### config.mk
export PLATFORM = sky130hd
export DESIGN_NAME = debounce
export DESIGN_NICKNAME = d
export VERILOG_FILES = /design/src/rtl/debounce_pkg.sv /design/src/rtl/debounce_ch.sv /design/src/rtl/debounce.sv
export SDC_FILE = /design/constraint.sdc
export NUM_CORES = 1
export LEC_CHECK = 0
export CAP_MARGIN = 40
export CORE_MARGIN = 3
export CORE_UTILIZATION = 60
export DETAILED_ROUTE_END_ITERATION = 8
export PLACE_DENSITY_LB_ADDON = 0.2
export SETUP_SLACK_MARGIN = 0.1
export SYNTH_ARGS = -nofsm -noshare
export SYNTH_HDL_FRONTEND = slang
export SYNTH_SLANG_ARGS = --single-unit
### constraint.sdc
create_clock -name i_Clk -period 1.94 [get_ports i_Clk]
set_input_delay 0.388 -clock i_Clk [delete_from_list [all_inputs] [get_ports i_Clk]]
set_output_delay 0.388 -clock i_Clk [all_outputs]
set_load 0.005 [all_outputs]
### src/rtl/debounce_pkg.sv
// Shared types and constants for the multi-channel key debouncer.
package debounce_pkg;

    typedef enum logic [1:0] {
        IDLE_LO = 2'd0,
        CHK_HI  = 2'd1,
        IDLE_HI = 2'd2,
        CHK_LO  = 2'd3
    } debounce_state_t;

    localparam int unsigned SYNC_STAGES = 2;

endpackage

### src/rtl/debounce_ch.sv
// One debouncer channel: synchroniser, qualification FSM and stability counter.
module debounce_ch
    import debounce_pkg::*;
#(
    parameter int unsigned STABLE_CYCLES = 16
) (
    input  logic i_Clk,
    input  logic i_Rst_n,
    input  logic i_Data,
    output logic o_Data,
    output logic o_Chk
);

    localparam int unsigned     CntW   = $clog2(STABLE_CYCLES);
    localparam logic [CntW-1:0] CntMax = CntW'(STABLE_CYCLES - 1);
    localparam logic [CntW-1:0] CntOne = CntW'(1);

    logic [SYNC_STAGES-1:0] sync_q;
    logic                   s;
    debounce_state_t        state_q, state_d;
    logic [CntW-1:0]        cnt_q, cnt_d;
    logic                   data_q, data_d;

    always_ff @(posedge i_Clk or negedge i_Rst_n) begin
        if (!i_Rst_n) begin
            sync_q  <= '0;
            state_q <= IDLE_LO;
            cnt_q   <= '0;
            data_q  <= 1'b0;
        end else begin
            sync_q  <= {sync_q[SYNC_STAGES-2:0], i_Data};
            state_q <= state_d;
            cnt_q   <= cnt_d;
            data_q  <= data_d;
        end
    end

    assign s = sync_q[SYNC_STAGES-1];

    // Any sample disagreeing with the level under test drops back to IDLE.
    always_comb begin
        state_d = state_q;
        cnt_d   = '0;
        data_d  = data_q;
        case (state_q)
            IDLE_LO: begin
                if (s) begin
                    state_d = CHK_HI;
                    cnt_d   = CntOne;
                end
            end
            CHK_HI: begin
                if (!s) begin
                    state_d = IDLE_LO;
                end else if (cnt_q == CntMax) begin
                    state_d = IDLE_HI;
                    data_d  = 1'b1;
                end else begin
                    cnt_d = cnt_q + CntOne;
                end
            end
            IDLE_HI: begin
                if (!s) begin
                    state_d = CHK_LO;
                    cnt_d   = CntOne;
                end
            end
            CHK_LO: begin
                if (s) begin
                    state_d = IDLE_HI;
                end else if (cnt_q == CntMax) begin
                    state_d = IDLE_LO;
                    data_d  = 1'b0;
                end else begin
                    cnt_d = cnt_q + CntOne;
                end
            end
            default: begin
                state_d = IDLE_LO;
                data_d  = 1'b0;
            end
        endcase
    end

    assign o_Data = data_q;
    assign o_Chk  = (state_d == CHK_HI) || (state_d == CHK_LO);

endmodule

### src/rtl/debounce.sv
// Multi-channel key debouncer: N_CH independent channels plus a registered busy flag.
module debounce
    import debounce_pkg::*;
#(
    parameter int unsigned N_CH          = 8,
    parameter int unsigned STABLE_CYCLES = 16
) (
    input  logic            i_Clk,
    input  logic            i_Rst_n,
    input  logic [N_CH-1:0] i_Data,
    output logic [N_CH-1:0] o_Data,
    output logic            o_Busy
);

    if (STABLE_CYCLES < 2) begin : g_bad_stable
        $error("debounce: STABLE_CYCLES must be >= 2");
    end
    if (N_CH < 1) begin : g_bad_nch
        $error("debounce: N_CH must be >= 1");
    end

    logic [N_CH-1:0] chk;
    logic            busy_q;

    for (genvar g = 0; g < N_CH; g++) begin : g_ch
        debounce_ch #(
            .STABLE_CYCLES(STABLE_CYCLES)
        ) u_ch (
            .i_Clk  (i_Clk),
            .i_Rst_n(i_Rst_n),
            .i_Data (i_Data[g]),
            .o_Data (o_Data[g]),
            .o_Chk  (chk[g])
        );
    end

    always_ff @(posedge i_Clk or negedge i_Rst_n) begin
        if (!i_Rst_n) begin
            busy_q <= 1'b0;
        end else begin
            busy_q <= |chk;
        end
    end

    assign o_Busy = busy_q;

endmodule

## Yosys cells after proc, flatten, opt, wreduce, memory -nomap -nowiden

Cells that the tools add are included.

- Register bits: 73
- Input port bits: 10
- Output and inout bits: 9
- Word-level logic and storage cells: 298

- Add/subtract/negate cells: 8
- Eq/ne operators: 80
- Mux-type cells: 144
- Reductions and logical operators: 33

Operators by type and width:

| kind | number |
|---|---|
| 4-bit one-hot mux with 4 select lines | 8 |
| 2-bit two-way mux | 48 |
| 4-bit two-way mux | 24 |
| 2-bit one-hot mux with 4 select lines | 8 |
| 2-bit == test (second input constant) | 24 |
| 1-bit two-way mux | 48 |
| 2-bit by 1-bit inequality test with 1-bit output (second input constant) | 24 |
| 5-bit AND reduction | 8 |
| 4-bit by 1-bit adder with 4-bit output (second input constant) | 8 |
| 2-bit by 1-bit == test with 1-bit output (second input constant) | 16 |
| 4-bit == test (second input constant) | 8 |
| 2-bit zero test | 8 |
| 2-bit inequality test (second input constant) | 8 |
| 1-bit one-hot mux with 2 select lines | 8 |
| 2-bit nonzero test | 8 |
| 1-bit logical OR | 8 |
| 8-bit OR reduction | 1 |

## Logic depth before layout (Yosys ltp)

Gate-level depths: netlist of the first run.

- Depth in word-level cells: 7
- Gate-level depth with buffers: 4
- Gate-level depth less buffers: 4

## Hierarchy

A second synthesis of the first run with hierarchy kept.

- Cells, all modules: 237
- Area, all modules: 3,010.4 um^2

By module, submodules not included:

| module | times used | cells each | area each (um^2) | seq. area each (um^2) |
|---|---|---|---|---|
| debounce_ch (g_ch[0].u_ch ...) | 4 | 30 | 372.9 | 225.2 |
| debounce_ch (g_ch[5].u_ch ...) | 3 | 27 | 369.1 | 225.2 |
| debounce_ch (g_ch[4].u_ch) | 1 | 32 | 370.4 | 225.2 |
| debounce | 1 | 4 | 41.3 | 25.0 |

## Least setup slack after synthesis of the first run

No wires, ideal clock.

- Kind: reg-to-reg
- From: reg g_ch[7].u_ch.cnt_q[0]
- To: reg g_ch[7].u_ch.state_q[1]
- Setup time: 0.125 ns
- Arrival time: 1.104 ns
- Data required time: 1.815 ns
- Path slack: 0.711 ns
- Stages on the path, launching flop included: 4
- Path buffers: 0
- Clock period less this slack: 1.229 ns
- Cells stage by stage: dfrtp_1 > ha_1 > nand4_2 > mux2_2

- Longest elaborated chain between the ends: 4
- Elaborated cells between the ends (all ways): 6
- Classes of those cells: eq/ne: 1; mux: 5

Ends and longest elaborated chain:

| element | line | source |
|---|---|---|
| from (decl) | debounce_ch.sv:21 | `logic [CntW-1:0] cnt_q, cnt_d;` |
| from (signal assigned) | debounce_ch.sv:33 | `cnt_q <= cnt_d;` |
| 4-bit == test (*) | debounce_ch.sv:55, debounce_ch.sv:71 |  |
| 2-bit two-way mux, on equally long branches | debounce_ch.sv:71, debounce_ch.sv:55 |  |
| 2-bit two-way mux, on equally long branches | debounce_ch.sv:69, debounce_ch.sv:53 |  |
| 2-bit one-hot mux with 4 select lines (*) | debounce_ch.sv:45 | `case (state_q)` |
| via g_ch[7].u_ch.state_d[1] | debounce_ch.sv:20 | `debounce_state_t state_q, state_d;` |
| to (signal assigned) | debounce_ch.sv:32 | `state_q <= state_d;` |
| to (decl) | debounce_ch.sv:20 |  |

Mark *: on every way through the listed nets, which the timed path passes. The rest lies on a longest branch.
A chain may end at the register's enable or synchronous reset.

## Worst setup path after layout of the first run

- From: reg g_ch[7].u_ch.data_q
- To: out o_Data[7]

RTL lines:

| element | line | source |
|---|---|---|
| from (decl) | debounce_ch.sv:22 | `logic data_q, data_d;` |
| from (signal assigned) | debounce_ch.sv:34 | `data_q <= data_d;` |
| to (decl) | debounce.sv:11 | `output logic [N_CH-1:0] o_Data,` |

No word-level cell between the ends.

==> results of run 1 <==
[cells in the final DEF (no fill, tap or decap)]
cell | netlist | routed
dfrtp_1 | 73 | 73
nand2_1 | 20 | 20
clkdlybuf4s50_1 | 0 | 17
o21ai_0 | 11 | 11
a21oi_1 | 10 | 10
clkbuf_8 | 0 | 10
nor2_1 | 8 | 8
and3_1 | 8 | 8
a21boi_2 | 8 | 8
xnor2_1 | 8 | 8
xor2_2 | 8 | 8
ha_1 | 8 | 8
inv_1 | 7 | 7
and2_4 | 7 | 7
a21o_1 | 5 | 5
a31oi_1 | 5 | 5
a311oi_2 | 5 | 5
nand4_1 | 5 | 5
buf_4 | 8 | 5
o21bai_1 | 4 | 4
o21ai_1 | 4 | 4
nand4_2 | 4 | 4
mux2_2 | 4 | 4
and4_1 | 4 | 4
a22oi_1 | 4 | 4
a21bo_1 | 3 | 3
nand4b_1 | 3 | 3
bufinv_16 | 0 | 2
clkbuf_1 | 0 | 2
a21bo_2 | 1 | 1
and2_2 | 1 | 1
clkinv_2 | 0 | 1
dlygate4sd3_1 | 0 | 1
buf_2 | 0 | 1
buf_12 | 0 | 1
[Yosys cell counts]
cell	number	share of area
ha_1	8	0.032
xor2_2	8	0.042
nand2_1	20	0.024
a21bo_2	1	0.0032
a311oi_2	5	0.024
nor2_1	8	0.0097
buf_4	8	0.019
a21oi_1	10	0.016
a22oi_1	4	0.0097
nand4_2	4	0.016
mux2_2	4	0.015
xnor2_1	8	0.023
dfrtp_1	73	0.59
nand4b_1	3	0.0085
a21bo_1	3	0.0097
inv_1	7	0.0085
and2_4	7	0.020
nand4_1	5	0.010
o21ai_0	11	0.018
o21ai_1	4	0.0065
a31oi_1	5	0.010
a21o_1	5	0.012
a21boi_2	8	0.029
and2_2	1	0.0024
and4_1	4	0.011
o21bai_1	4	0.0097
and3_1	8	0.016
[registers in the layout, summed over array words and instances (netlist names)]
register / cells
g_ch.u_ch.o_Data: 8
o_Busy: 1
g_ch.u_ch.state_q: 16
g_ch.u_ch.cnt_q: 32
g_ch.u_ch.sync_q: 16
[layout make-up]
class	instances	area, µm²	area share
clock inverters	3	65.1	0.0183
clock buffers	12	145	0.0408
inverters	7	26.3	0.00738
well taps	67	83.8	0.0235
multi-input cells	148	1170	0.329
repair buffers	25	243	0.0682
flip-flops and latches	73	1830	0.513
[layer usage]
layer,vias up,GRT usage,wire (µm)
met1,925,0.249,2210
li1,888,-,-
met4,0,0.112,107
met3,10,0.0487,144
met2,31,0.283,2220
met5,-,0,0
[power groups by stage]
stage / clock network, mW / logic [mW] / registers (mW)
CTS: 1.30 / 0.338 / 1.70
detailed placement: 0 / 0.334 / 1.73
floorplan: 0 / 0.220 / 1.71
global placement: 0 / 0.322 / 1.72
finish: 1.27 / 0.329 / 1.70
global route: 1.38 / 0.374 / 1.71
[kinds of logic after synthesis]
kind of cell,count (synthesis)
flops,73
simple gates,60
mux,4
buf+inv,15
xor+xnor,16
compound gates,60
fa+ha+maj,8
[worst paths after layout]
check	end	slack [ns]	cells past startpoint
setup / recovery	o_Data[7]	0.31	1
hold / removal	g_ch[2].u_ch.sync_q[1]	0.35	0
setup reg to reg	o_Busy	0.53	4
hold reg to reg	g_ch[2].u_ch.sync_q[1]	0.35	0
max in group asynchronous	g_ch[3].u_ch.cnt_q[3]	0.86	4
min in group asynchronous	g_ch[2].u_ch.cnt_q[1]	0.48	2
[through the flow]
step	setup slack, ns	total power, mW	hold WS (ns)	utilization	cell area, µm²
after global placement	0.535	2.04	0.313	0.689	3340
after detailed placement	0.528	2.06	0.312	0.689	3340
after floorplan	0.711	1.93	0.0924	-	3080
final	0.310	3.29	0.348	0.734	3560
after CTS	0.292	3.34	0.355	0.734	3560
after global routing	0.259	3.46	0.358	0.734	3560
[what timing repair did]
action | 4_1_cts | 5_1_grt
endpoints found under the setup margin | 0 | 0
hold endpoints to repair | 12 | 0
hold buffers | 1 | 0
resized for setup | 0 | 0
==> results.tsv, run 1 <==
metric	value	unit
status	completed	
synthCells	236	
drc	0	
crit_family	buffers and inverters	
post_cts_buffers	0	
num_rows	25	
seq_area_frac_synth	0.592	
critPathLaunch	g_ch[7].u_ch.o_Data	
peakVddDrop	0.839	mV
p_seq_frac	0.515	
clock_power_share	0.385	
grt_overflow	0	
antenna_found_initial	0	
cp_num_buf_inv	1	
crit_type	reg2out	
rsz0062_at_grt	false	
worstPathCellList	clkdlybuf4s50_1	
min_path_type	reg2reg	
synth-adder-area-share	0.0325	
p_comb_frac	0.100	
cpPeakStageDelay	0.52	ns
synth_compound_area_frac	0.149	
wl_per_cell	14.0	µm
final_nets	282	
yosysWarnings	0	
p_sw	0.726	mW
vias	1854	
cts_made_buffers	9	
die_h	77.7	µm
crit_path_start_kind	flop	
insertion_delay	0.34	ns
synth_top_family_by_area	compound AO/OA/AOI/OAI gates	
num_antenna_cells	0	
cp_slowest_cell	clkdlybuf4s50_1	
post-place-cells	319	
crit_fanout	3	
ys_ff_latch	73	
grt_usage	0.189	
cts_root_buf	clkbuf_8	
layout-drive-gt1-share	0.216	
synthSimpleGateAreaFrac	0.119	
period_minus_slack	1.63	ns
core	0.00485	mm²
setup_viol	0	
fin_setup_tns	0	ns
rr_startpoint	g_ch[6].u_ch.cnt_q[0]	
tritoncts	yes	
slew_headroom	0.769	
hold_viol_final	0	
via_per_inst	5.53	
power.leakage	1.65	nW
grt_pass1_vias	1902	
required	1.55	ns
synth_area	0.00308	mm²
instances_no_fill	335	
start_util	0.636	
syn_to_final_growth	15.5	%
port-buffer-count	18	
grt_pass1_wl	8710	µm
hpwlAfterDp	3380	µm
synth_cell_types	27	
die_w	77.7	µm
ant_nets	0	
wl	4680	µm
cts.clk_slew.worst_paths	0.07	ns
die_area	0.00604	mm²
clock-sinks	73	
worstPathArrival	1.24	ns
period_share	0.840	
io_pins	19	
syn_nets	254	
grt_max_degree	21	
drv_cap	0	
place.gp.congestion	0.779	
synth_mux_area_frac	0.0146	
powerDensity	925	mW/mm²
maxSlewViolCount	0	
worstHoldStart	g_ch[2].u_ch.sync_q[0]	
firstDrtPassIters	4	
synth-xor-area-share	0.0649	
internal-power	2.57	mW
critPathCaptureType	output port	
fmax	613	MHz
syn_avg_cell_area	13.1	µm²
p_sw_frac	0.220	
tightest_slew	0.347	ns
cts_buffer_depth	2	
drt_iter0_drc	86	
num-fill-cells	307	
finClkSkew	0.00647	ns
cts_max_level	3	
Power figures use the tool's default switching activity.
==> inputs of run 2 (changes only) <==
CORE_UTILIZATION = 58   (was 60)
clock period = 1.7 ns   (was 1.94 ns; I/O delays follow)
==> run 2 against run 1 <==
The flow now finishes with violations (hold timing). Final area decreased by 0.98%. Combinational power is 26% higher. First-iteration DRC count is 38% lower. Cell count did not move.
==> results.tsv, run 2 (synthesized netlist as in run 1, its figures left out) <==
metric	value	unit	change
status	finished, violations left		
failed_checks	hold timing		
die_w	78.9	µm	+1.6%
reg2reg_slack	0.33	ns	-0.20 ns
fin_setup_tns	0	ns	unchanged
cp_num_buf_inv	1		unchanged
cts_root_buf	clkbuf_8		
insertion_delay	0.34	ns	about the same
seqCellArea	0.00183	mm²	unchanged
ant_nets	0		unchanged
setup_viol	0		unchanged
cts_buffer_depth	2		unchanged
min_path_type	in2async		
hold_viol_final	1		+1
num_rows	25		unchanged
grt_pass1_wl	7690	µm	-12%
start_util	0.624		-0.0121
maxSlewViolCount	0		unchanged
multiInputGateArea	0.00117	mm²	unchanged
via_per_inst	5.39		-2.6%
wl_per_cell	13.3	µm	-4.9%
finClkSkew	0.00778	ns	+0.00131 ns
syn_to_final_growth	14.3	%	
tightest_slew	0.367	ns	+0.0198 ns
finalHoldWorstSlack	-0.000278	ns	-0.349 ns
num_antenna_cells	0		unchanged
crit_path_start_kind	flop		
core	0.00494	mm²	+1.9%
place.gp.congestion	0.778		about the same
period_share	0.917		
wl	4450	µm	-4.9%
critPathCaptureType	output port		
cts_max_level	3		unchanged
final_nets	281		-0.35%
grt_usage	0.163		-0.0263
final_common_cell	dfrtp_1		
required	1.36	ns	-0.19 ns
top_register	g_ch.u_ch.cnt_q		
period_minus_slack	1.56	ns	
drt_iter0_drc	53		-38%
grt_overflow	0		unchanged
port-buffer-count	18		unchanged
fin_area	0.00353	mm²	-0.98%
layout-drive-gt1-share	0.224		+0.00746
peakVddDrop	0.793	mV	-5.5%
cts.clk_slew.worst_paths	0.07	ns	about the same
grt_max_degree	74		+250%
cpPeakStageDelay	0.50	ns	-0.02 ns
worstPathArrival	1.22	ns	-0.02 ns
io_pins	19		unchanged
num-fill-cells	361		+18%
drv_cap	0		unchanged
rr_worst_depth	4		unchanged
drc	0		unchanged
fmax	642	MHz	
antenna_found_initial	0		unchanged
crit_type	reg2out		
postPlaceCellArea	0.00330	mm²	-1.1%
power.leakage	1.64	nW	-0.36%
largest_reg_flops	32		unchanged
clock-sinks	73		unchanged
cts_made_buffers	9		unchanged
crit_family	buffers and inverters		
vias	1806		-2.6%
layout_common_cells	dfrtp_1, nand2_1, clkdlybuf4s50_1		
powerDensity	1030	mW/mm²	+11%
die_area	0.00623	mm²	+3.2%
rr_startpoint	g_ch[7].u_ch.cnt_q[0]		
tritoncts	yes		
die_h	78.9	µm	+1.6%
grt_pass1_vias	1727		-9.2%
worstReg2RegEnd	o_Busy		
firstDrtPassIters	4		unchanged
cp_slowest_cell	clkdlybuf4s50_1		
hpwlAfterDp	3010	µm	-11%
crit_fanout	3		unchanged
worstPathCellList	clkdlybuf4s50_1		
top_regs	g_ch.u_ch.cnt_q x32, g_ch.u_ch.state_q x16, g_ch.u_ch.sync_q x16		
rsz0062_at_grt	false		
slew_headroom	0.756		-0.0132
run 2: cell types whose count changed in the layout (fill, tap and decap cells not counted), sizes merged:
cell	previous run	this run
clkdlybuf4s50	17	16
dlygate4sd3	1	0
clkinv	1	5
bufinv	2	1
clkbuf	12	10
dlygate4sd2	0	1
run 2: power by group:
group          switching [mW]  total, mW  internal, mW
registers              0.0889       1.93          1.84
logic                   0.156      0.414         0.258
clock network           0.600       1.27         0.669
total                   0.844       3.61          2.77
run 2: final cells by class:
type / instances / share of cell area
clock buffers: 10 / 0.0362
clock inverters: 6 / 0.0167
inverters: 7 / 0.00745
multi-input cells: 148 / 0.332
flip-flops and latches: 73 / 0.518
well taps: 67 / 0.0238
repair buffers: 24 / 0.0656
run 2: layer usage:
layer | GRT usage | part of all wire
met5 | 0 | 0
met4 | 0.0893 | 0.016
met3 | 0.0544 | 0.040
met2 | 0.247 | 0.46
met1 | 0.206 | 0.48
run 2: per-stage QoR:
stage	setup slack, ns	utilization	std cells	hold WS (ns)	power [mW]
2_1_floorplan	0.471	-	236	0.0444	2.20
3_3_place_gp	0.324	0.668	314	0.332	2.32
3_5_place_dp	0.314	0.668	314	0.335	2.34
4_1_cts	0.102	0.706	330	0.0144	3.62
5_1_grt	0.101	0.713	335	0.0426	3.78
6_report	0.142	0.713	335	-0.000278	3.61
run 2: timing repair:
item,in CTS,in global routing
endpoints found under the hold margin,0,0
setup endpoints to repair,1,5
resized for setup,1,0
hold buffers,0,0
buffers inserted,0,5
run 2: worst max path at each step:
| stage | from | endpoint | depth (start not counted) |
|---|---|---|---|
| 6_report | g_ch[1].u_ch.o_Data | o_Data[1] | 1 |
| 5_1_grt | g_ch[1].u_ch.o_Data | o_Data[1] | 1 |
| 4_1_cts | g_ch[7].u_ch.o_Data | o_Data[7] | 1 |
| 3_5_place_dp | g_ch[7].u_ch.cnt_q[0] | o_Busy | 4 |
| 3_3_place_gp | g_ch[7].u_ch.cnt_q[0] | o_Busy | 4 |
| 2_1_floorplan | g_ch[7].u_ch.cnt_q[0] | g_ch[7].u_ch.state_q[1] | 3 |
==> edit: new RTL, flow settings as in run 1 <==
`STABLE_CYCLES` is set to 16 in 2 places; all go to 32.
--- a/src/rtl/debounce_ch.sv
+++ b/src/rtl/debounce_ch.sv
@@ -2,7 +2,7 @@
 module debounce_ch
     import debounce_pkg::*;
 #(
-    parameter int unsigned STABLE_CYCLES = 16
+    parameter int unsigned STABLE_CYCLES = 32
 ) (
     input  logic i_Clk,
     input  logic i_Rst_n,
--- a/src/rtl/debounce.sv
+++ b/src/rtl/debounce.sv
@@ -3,7 +3,7 @@
     import debounce_pkg::*;
 #(
     parameter int unsigned N_CH          = 8,
-    parameter int unsigned STABLE_CYCLES = 16
+    parameter int unsigned STABLE_CYCLES = 32
 ) (
     input  logic            i_Clk,
     input  logic            i_Rst_n,
Check against the original RTL: same outputs for any inputs over 4 cycles, from zero or initial values and one cycle with i_Rst_n low; that may be too few to reach the edited logic, so the function may still have changed.
==> edit against run 1 <==
Critical path type is now flop to flop; sequential cell count grew 8; register-to-register slack lost 260 ps; area after synthesis rose by 7.3%; die area rose by 6.7%; via count rose by 0.22%; largest cell class unchanged; sequential share of layout area is 2.3 points higher; design area is 6.1% higher; first-iteration DRC count fell by 9.3%; wire length is 0.98% lower; critical endpoint is now g_ch[4].u_ch.state_q[1]; final cell count up 3.9%; worst setup slack got worse by 41 ps.
Power is not compared: it rests on default switching activity, and its combinational part moved more than twofold at a synthesized area within 25%.
==> edit: results (changes against run 1) <==
Post-CTS Setup Bufs 0 (unchanged); Peak VDD IR 0.000584 V; drt initial violations 78 (-9.3%); flop-to-flop setup slack 270 ps (-260 ps); wire per inst 13.3 microns (-4.7%); overall routing resource usage 0.173 (-0.0155); vias in the first global route 1979 (+4.0%); Hold Slack 350 ps (+1.96 ps); CP Max Fanout 4 (+1); first-pass GRT wire length 8380 microns (-3.8%); Syn Nets 276 (+8.7%); vias per cell 5.34 (-3.5%); Crit Reg-Reg Endpoint g_ch[4].u_ch.state_q[1]; top cells by count, synth 81 x dfrtp_1, 21 x and3_1, 16 x ha_1, 14 x nand3_1, 13 x nand2_1; Arrival @ worst endpoint 1890 ps (+650 ps); vias 1858 (+0.22%); sequential share of the synthesized area 0.613 (+0.0204); CP max-delay cell dfrtp_1; worst-margin pin slew 297 ps (-49.6 ps); post-synthesis compound-gate area fraction 0.0753 (-0.0736); Area contributors post-synth dfrtp_1 61%, ha_1 6.1%, and3_1 4.0%, xor2_1 2.9%, mux2_2 2.7%; # nets final 300 (+6.4%); Hold Crit Start g_ch[3].u_ch.sync_q[0]; Filler cells 363 (+18%); Yosys cell types 24 (-11%); Post-Synth Adder-Cell Area 0.0605 (+0.0281); Crit path max-delay family adder cells; largest net degree at the start of global routing 42 (+100%); Post-synth top flop dfrtp_1; placed instance count 332 (+4.1%); leak pwr 1.84 nW; Worst R2R Path Depth 5 (+1); clock skew 8.23 ps (+1.77 ps); Worst Hold Endpoint g_ch[3].u_ch.sync_q[1]; share of cells above drive strength 1 0.144 (-0.0725); RR Startpoint g_ch[4].u_ch.cnt_q[0]; Largest regs g_ch.u_ch.cnt_q (40), g_ch.u_ch.state_q (16), g_ch.u_ch.sync_q (16); Detail Placement HPWL 3370 microns (-0.24%); Synth Area in XOR/XNOR 0.0775 (+0.0126); status finished clean; multiplexer area fraction after synthesis 0.0272 (+0.0126); gpl congestion 0.736 (-5.5%); Synth Instances 250 (+5.9%); CP max stage delay 410 ps (-110 ps)
edit: changes by cell type after synthesis, sizes merged, moves of 7 or more:
cell   before  now
nand3       0   14
and3        8   21
o21ai      15    4
nor3        0   10
a21oi      10    2
dfrtp      73   81
ha          8   16
nand4       9    1
xor2        8   16
nand2      20   13
edit: how the worst max path moves through the flow:
stage,start,endpoint,slack (ps),depth (start not counted)
after floorplan,g_ch[7].u_ch.cnt_q[0],g_ch[7].u_ch.state_q[1],360,5
after global placement,g_ch[4].u_ch.cnt_q[0],g_ch[4].u_ch.state_q[1],290,5
after detailed placement,g_ch[5].u_ch.cnt_q[0],g_ch[5].u_ch.state_q[1],280,5
after CTS,g_ch[4].u_ch.cnt_q[0],g_ch[4].u_ch.state_q[1],260,5
after global routing,g_ch[6].u_ch.cnt_q[0],o_Busy,150,6
final,g_ch[4].u_ch.cnt_q[0],g_ch[4].u_ch.state_q[1],270,5
edit: per-stage QoR:
step                      instance area [sq um]  power, mW  setup WS (ps)  utilization
after global routing                       3780       3.42            153        0.726
after CTS                                  3780       3.32            263        0.726
after detailed placement                   3540       1.96            278        0.680
after floorplan                            3310       1.87            364            -
after global placement                     3540       1.95            286        0.680
final                                      3780       3.26            269        0.726
edit: per-layer routing:
metal	up-vias	global-route usage	wire length (microns)
met4	0	0.0676	69
met5	-	0	0
met3	9	0.0572	154
met2	23	0.284	2170
li1	913	-	-
met1	913	0.213	2240
edit: final cells by class:
cell class	count	area share
Timing Repair Buffer	21	0.0569
Inverter	3	0.00298
Clock inverter	2	0.0159
Clock buffer	13	0.0447
Sequential cell	81	0.536
Multi-Input combinational cell	158	0.320
Tap cell	70	0.0232
